==> src/rtl/ext_sched.sv <==
// ext_sched: two-requester round-robin scheduler feeding a
// zero/sign extension unit (8/16 -> 32 bit), one result per 3 cycles.
// Ports:
//   clk, rst_n            clock, async active-low reset
//   req_valid/req_ready   per-requester handshake (one-hot grant)
//   req0_data, req1_data  16-bit source operands
//   req_wsel, req_sign    per-requester width (1=16b) and sign mode
//   out_valid/out_ready   result handshake
//   out_data, out_tag     extended result and owning requester
//   busy                  high while a transaction is in flight
//   cnt0, cnt1            completion counts (EXT_SCHED_CNT_EN)
// Build option: define EXT_SCHED_CNT_EN to enable the counters.
module ext_sched #(
  parameter int CNT_W = 8
) (
  input  logic             clk,
  input  logic             rst_n,
  input  logic [1:0]       req_valid,
  output logic [1:0]       req_ready,
  input  logic [15:0]      req0_data,
  input  logic [15:0]      req1_data,
  input  logic [1:0]       req_wsel,
  input  logic [1:0]       req_sign,
  output logic             out_valid,
  input  logic             out_ready,
  output logic [31:0]      out_data,
  output logic             out_tag,
  output logic             busy,
  output logic [CNT_W-1:0] cnt0,
  output logic [CNT_W-1:0] cnt1
);

  localparam logic [1:0] IDLE = 2'd0;
  localparam logic [1:0] EXEC = 2'd1;
  localparam logic [1:0] OUT  = 2'd2;

  logic [1:0]  state;
  logic        ptr;
  logic        tag_q;
  logic [15:0] dat_q;
  logic        wsel_q;
  logic        sign_q;
  logic [31:0] res_q;

  logic        gnt;
  logic        take;
  logic        hs;
  logic        fill8;
  logic        fill16;
  logic [31:0] ext;

  // A lone requester wins outright; ptr only breaks ties.
  always_comb begin
    gnt  = (req_valid == 2'b11) ? ptr : req_valid[1];
    take = rst_n && (state == IDLE) && (|req_valid);
    if (take)
      req_ready = gnt ? 2'b10 : 2'b01;
    else
      req_ready = 2'b00;
  end

  assign hs     = (state == OUT) && out_ready;
  assign fill8  = sign_q & dat_q[7];
  assign fill16 = sign_q & dat_q[15];

  always_comb begin
    ext = {{24{fill8}}, dat_q[7:0]};
    if (wsel_q)
      ext = {{16{fill16}}, dat_q};
  end

  always_ff @(posedge clk or negedge rst_n) begin
    if (!rst_n) begin
      state  <= IDLE;
      ptr    <= 1'b0;
      tag_q  <= 1'b0;
      dat_q  <= '0;
      wsel_q <= 1'b0;
      sign_q <= 1'b0;
      res_q  <= '0;
    end else begin
      unique case (1'b1)
        state == IDLE: begin
          if (take) begin
            state  <= EXEC;
            tag_q  <= gnt;
            dat_q  <= gnt ? req1_data : req0_data;
            wsel_q <= req_wsel[gnt];
            sign_q <= req_sign[gnt];
          end
        end
        state == EXEC: begin
          res_q <= ext;
          state <= OUT;
        end
        state == OUT: begin
          if (hs) begin
            ptr   <= ~tag_q;
            state <= IDLE;
          end
        end
        default: state <= IDLE;
      endcase
    end
  end

  assign out_valid = (state == OUT);
  assign busy      = (state == EXEC) || (state == OUT);
  assign out_data  = res_q;
  assign out_tag   = tag_q;

`ifdef EXT_SCHED_CNT_EN
  logic [CNT_W-1:0] c0_q;
  logic [CNT_W-1:0] c1_q;

  always_ff @(posedge clk or negedge rst_n) begin
    if (!rst_n) begin
      c0_q <= '0;
      c1_q <= '0;
    end else if (hs) begin
      if (tag_q)
        c1_q <= c1_q + CNT_W'(1);
      else
        c0_q <= c0_q + CNT_W'(1);
    end
  end

  assign cnt0 = c0_q;
  assign cnt1 = c1_q;
`else
  assign cnt0 = '0;
  assign cnt1 = '0;
`endif

endmodule
==> config.mk <==
export PLATFORM = sky130hd
export DESIGN_NAME = ext_sched
export DESIGN_NICKNAME = d
export VERILOG_FILES = /design/src/rtl/ext_sched.sv
export SDC_FILE = /design/constraint.sdc
export NUM_CORES = 1
export LEC_CHECK = 0
export ABC_CLOCK_PERIOD_IN_PS = 1600
export BUFFER_PORTS_ARGS = -buffer_cell sky130_fd_sc_hd__buf_2
export CORE_ASPECT_RATIO = 0.6
export CORE_MARGIN = 8
export CORE_UTILIZATION = 34
export DETAILED_ROUTE_END_ITERATION = 10
export GPL_ROUTABILITY_DRIVEN = 0
export PLACE_DENSITY = 0.75
export SLEW_MARGIN = 25
export SYNTH_ARGS = -nofsm -noshare
export SYNTH_HDL_FRONTEND = slang
export SYNTH_SLANG_ARGS = --single-unit
export TNS_END_PERCENT = 20
==> constraint.sdc <==
create_clock -name clk -period 1.6 [get_ports clk]
set_input_delay 0.32 -clock clk [delete_from_list [all_inputs] [get_ports clk]]
set_output_delay 0.32 -clock clk [all_outputs]
set_load 0.01 [all_outputs]
# Word level (Yosys, flattened, before mapping)

Index checks and enable logic that the tools add are counted.

Register bits after elaboration: 54
Logic and storage cells: 37

Magnitude comparators: 1
Equality and inequality tests: 5
Muxes and demuxes: 12
Bitwise gates (word level): 3
Reduce and logical (&&, ||, !) cells: 9

Operator list:

| operator                                                                     | count |
|---|---|
| 32-bit two-way mux                                                           | 1 |
| 16-bit two-way mux                                                           | 1 |
| 2-bit two-way mux                                                            | 4 |
| 2-bit case mux with 3 select lines                                           | 1 |
| 2-bit AND reduction                                                          | 3 |
| 1-bit two-way mux                                                            | 5 |
| 2-bit equality test, second input constant                                   | 2 |
| 1-bit logical AND                                                            | 3 |
| 1-bit bitwise AND                                                            | 2 |
| 2-bit by 1-bit equality test with 1-bit output, second input constant        | 1 |
| 2-bit logical NOT                                                            | 1 |
| 1-bit by 2-bit less-than comparator with 1-bit output, second input constant | 1 |
| 2-bit by 1-bit != test with 1-bit output, second input constant              | 1 |
| 2-bit != test, second input constant                                         | 1 |
| 2-bit OR reduction                                                           | 1 |
| 1-bit logical OR                                                             | 1 |
| 1-bit NOT                                                                    | 1 |

# Logic depth before layout (Yosys ltp)

Depth in word-level cells: 5
Gate-level depth with buffers: 7
Depth with buffers taken out: 5

# Worst setup path after synthesis

No wires, ideal clock.

Path kind: register to register
Start point: reg state[0]
End point: reg dat_q[11]
Setup time: 0.126 ns
Arrival time: 1.504 ns
Data required time: 1.474 ns
Slack: -0.030 ns
Stages on the path, launching flop included: 8
Buffers on the path: 2
Clock period less this slack: 1.630 ns
Cell sequence: dfrtp_1 inv_1 ha_1 and3_1 buf_6 buf_6 and3_1 a221o_1

Word-level cells in the longest chain between the ends: 4

RTL lines:

| element                           | line   | text |
|---|---|---|
| start: declaration                | 37     | `logic [1:0] state;` |
| start signal: assignment          | 74     | `state <= IDLE;` |
| start signal: assignment          | 85     | `state <= EXEC;` |
| start signal: assignment          | 94     | `state <= OUT;` |
| 2-bit logical NOT (*)             | 55, 83 |  |
| 1-bit logical AND (2 in series)   | 55     | `take = rst_n && (state == IDLE) && (\|req_valid);` |
| 2-bit AND reduction (no line) (*) | -      |  |
| end signal: assignment            | 87     | `dat_q <= gnt ? req1_data : req0_data;` |
| end: declaration                  | 40     | `logic [15:0] dat_q;` |

Mark *: on every way between the ends. The rest lies on a longest branch, timed or not.
A chain may end at the register's enable or synchronous reset.

# Worst setup path after layout

Start point: reg state[0]
End point: out req_ready[1]

Word-level cells in the longest chain between the ends: 4

RTL lines:

| element                         | line | text |
|---|---|---|
| 2-bit logical NOT               | 55   |  |
| 1-bit logical AND (2 in series) | 55   |  |
| 2-bit two-way mux               | 56   | `if (take)` |
| end: declaration                | 19   | `output logic [1:0] req_ready,` |

Every way passes these cells.

==> flow_summary.toml <==
[die]
core_area_sq_um = 5600
die-area_sq_um = 8630
rows = 21
initial_core_util_pct = 35.5
die-height_um = 75.2
die_w_um = 115
io_pins = 94

[logic_synthesis]
synthCells = 177
ys_warn_count = 0
synth_top_area_share_pct = 49.1
synth.avg_cell_area_sq_um = 11.2
ys_async_sr_fraction_pct = 100
seq_area_frac_synth_pct = 49.1
synth_seq_cells = 39
synth_area_leaders = "dfrtp_1, buf_4, a221o_1, mux2_2, a21oi_1"
synth_flop_cell = "dfrtp_1"
synth_edf_count = 0
ys_types = 24
synth_most_common_cell = "dfrtp_1"
synth.top_cells.by_count = "dfrtp_1, buf_4, a21oi_1, a221o_1, mux2_2"
yosysTopAreaCell = "dfrtp_1"
synth_area_sq_um = 1990

[clocking]
cts-root-buf = "clkbuf_8"
clk_latency_ns = 0.29
cts_tree = "yes"
clock_path_buffers = 2
path_clk_slew_ns = 0.08
htreeDepth = 2
cts-hold-fix-buffers = 0
cts_buffers = 5
clock_sink_count = 39

[detailed_routing]
num_vias = 1549
first_pass_iters = 4
drcViolationCount = 0
ant_nets = 0
wl_per_cell_um = 16.4
viasPerCell = 4.62
drt_wl_total_mm = 5.48
drtIter0Drc = 50

[layout]
final_nets = 300
layout-drive-gt1-share_pct = 52.2
n_fill_cell = 558
seqCellArea_sq_um = 976
num_antenna_cells = 0
design_area_sq_um = 2560
multi_input_area_sq_um = 783
area_growth_pct = 28.7

[timing]
rsz0062_at_grt = "yes"
hold_viol_final = 0
min_period_ns = 1.66
finalCritPeriodShare_pct = 103
setup_viol = 3
slew_violations = 0
fin_worst_skew_ns = 0.00794
setup_slack_ns = -0.0552
fmaxAchievable_ghz = 0.604

[grt]
grt_pass1_wl_mm = 8.52
grt-busiest-layer = "met2"
use_met2_pct = 18.3
use_met3_pct = 5.44
grt_pass1_vias = 1592
antenna_found_initial = 0
grt-ovfl-total = 0
track_usage_pct = 12.8
grt_max_degree = 27
gr-usage-met1_pct = 17.5

[status]
outcome = "finished with violations"
violations = "setup timing"

[power_and_ir_drop]
combPwrFrac_pct = 45.8
ir_worst_vdd_mv = 0.651
clkPwrFrac_pct = 17.4
p_per_area_nw_per_um2 = 1920
swShare_pct = 36.5
power_frac_seq_pct = 36.8
cellInternalPower_uw = 3120
power.switching_uw = 1800
finalPower_uw = 4920
p_leak_uw = 0.00138

[worst_setup_path]
cp-end-kind = "primary output"
crit_buf_inv = 2
cp_slowest_stage_delay_ns = 0.39
criticalPathCategory = "flip-flop to primary output"
worstPathRequired_ns = 1.28
crit_family = "flip-flops"
slowest_stage = "dfrtp_1"
worstPathCellList = "inv_2, ha_4, nand3_1, a21oi_2, buf_2"
cp_data_arrival_time_ns = 1.34
crit_fanout = 3
startpoint_type = "flip-flop"

[placement]
dpl_cell_area_sq_um = 2350
post-dp-hpwl_mm = 4.17
io_buffers = 77

[job]
cap_violations = 0

[hold_path]
min_path_type = "primary input to async pin"
[cells by family (layout without fill, tap and decap cells)]
logic type                 Yosys count  count (layout)  synth area share (%)
adders and majority gates            5               5                  3.15
and+or+nand+nor                     34              34                  10.1
other                                1              16                 0.189
AOI/OAI and AO/OA                   40              40                  15.1
DFF                                 39              39                  49.1
muxes                               12              12                  6.74
buffers and inverters               46             109                  15.6
[per-layer routing]
metal | share of wire (%) | wire length (um)
met1 | 46 | 2540
met2 | 42 | 2310
met3 | 11 | 593
met4 | 0.55 | 30
met5 | 0 | 0
[layout by cell type, fill, tap and decap left out]
cell / netlist / routed
inv_1: 4 / 2
inv_2: 0 / 2
a21oi_1: 18 / 16
nand3_1: 2 / 2
buf_4: 31 / 16
o211ai_2: 1 / 1
and3b_1: 1 / 1
clkbuf_8: 0 / 6
nor2_1: 8 / 8
nand2_1: 2 / 2
ha_4: 0 / 1
dfrtp_1: 39 / 39
a21o_1: 1 / 1
and2_4: 0 / 1
nor2b_1: 1 / 1
bufinv_16: 0 / 1
ha_1: 5 / 4
and3_1: 10 / 9
o21ai_0: 2 / 2
conb_1: 1 / 16
a21oi_2: 0 / 2
mux2_2: 11 / 11
and3_4: 0 / 1
buf_2: 5 / 76
buf_12: 0 / 1
mux2i_1: 1 / 1
clkinv_2: 0 / 1
and3_2: 9 / 9
buf_6: 2 / 4
a221o_1: 18 / 18
[worst register-to-register path: cells and delay by family, from the launching register on]
family,cells,cell delay (ns)
buf+inv,3,0.33
fa+ha+maj,1,0.16
flops,1,0.36
simple gates,2,0.37
compound gates,1,0.26
[final timing paths]
check	start	endpoint	depth (start not counted)	slack, ns
max in group asynchronous	rst_n	out_data[14]	2	1.28
worst max-delay path	state[0]	req_ready[1]	5	-0.06
min in group clk	req_wsel[1]	wsel_q	2	0.26
worst max register to register	state[1]	dat_q[4]	7	0
worst min register to register	out_data[4]	out_data[4]	1	0.50
worst min-delay path	rst_n	wsel_q	2	0.09
[state kept, by name, summed over array words and instances (netlist names)]
name / count
ptr: 1
out_tag: 1
state: 2
wsel_q: 1
sign_q: 1
out_data: 17
dat_q: 16
[power by group through the flow]
| stage | Combinational (uW) | Clock, uW | Sequential (uW) |
|---|---|---|---|
| detailed placement | 2130 | 0 | 1830 |
| finish | 2260 | 857 | 1810 |
| CTS | 2260 | 878 | 1810 |
| global route | 2490 | 921 | 1890 |
| global placement | 2070 | 0 | 1810 |
| floorplan | 1440 | 0 | 1830 |
[per-stage QoR]
step	setup WS (ns)	setup TNS (ns)	instances	utilization [%]	hold WS [ns]
floorplan	0.0110	0	192	-	0.0244
global placement	0.0712	0	320	42.0	0.385
detailed placement	0.00705	0	320	42.0	0.391
CTS	-0.0465	-0.0792	334	45.4	0.0767
global route	-0.131	-0.841	335	45.7	0.101
finish	-0.0552	-0.110	335	45.7	0.0860
[timing repair]
| action | CTS | global route |
|---|---|---|
| cloned | 0 | 1 |
| setup buffers | 6 | 0 |
| endpoints found under the setup margin | 4 | 22 |
| pin swaps | 2 | 1 |
| resized for setup | 7 | 4 |
[area by class of cell]
type | count | area share (%)
clock buffers | 6 | 3.23
clock inverters | 2 | 1.37
inverters | 4 | 0.587
multi-input cells | 107 | 30.6
flip-flops and latches | 39 | 38.2
well taps | 80 | 3.91
repair buffers | 97 | 22.1
Power figures use the tool's default switching activity.
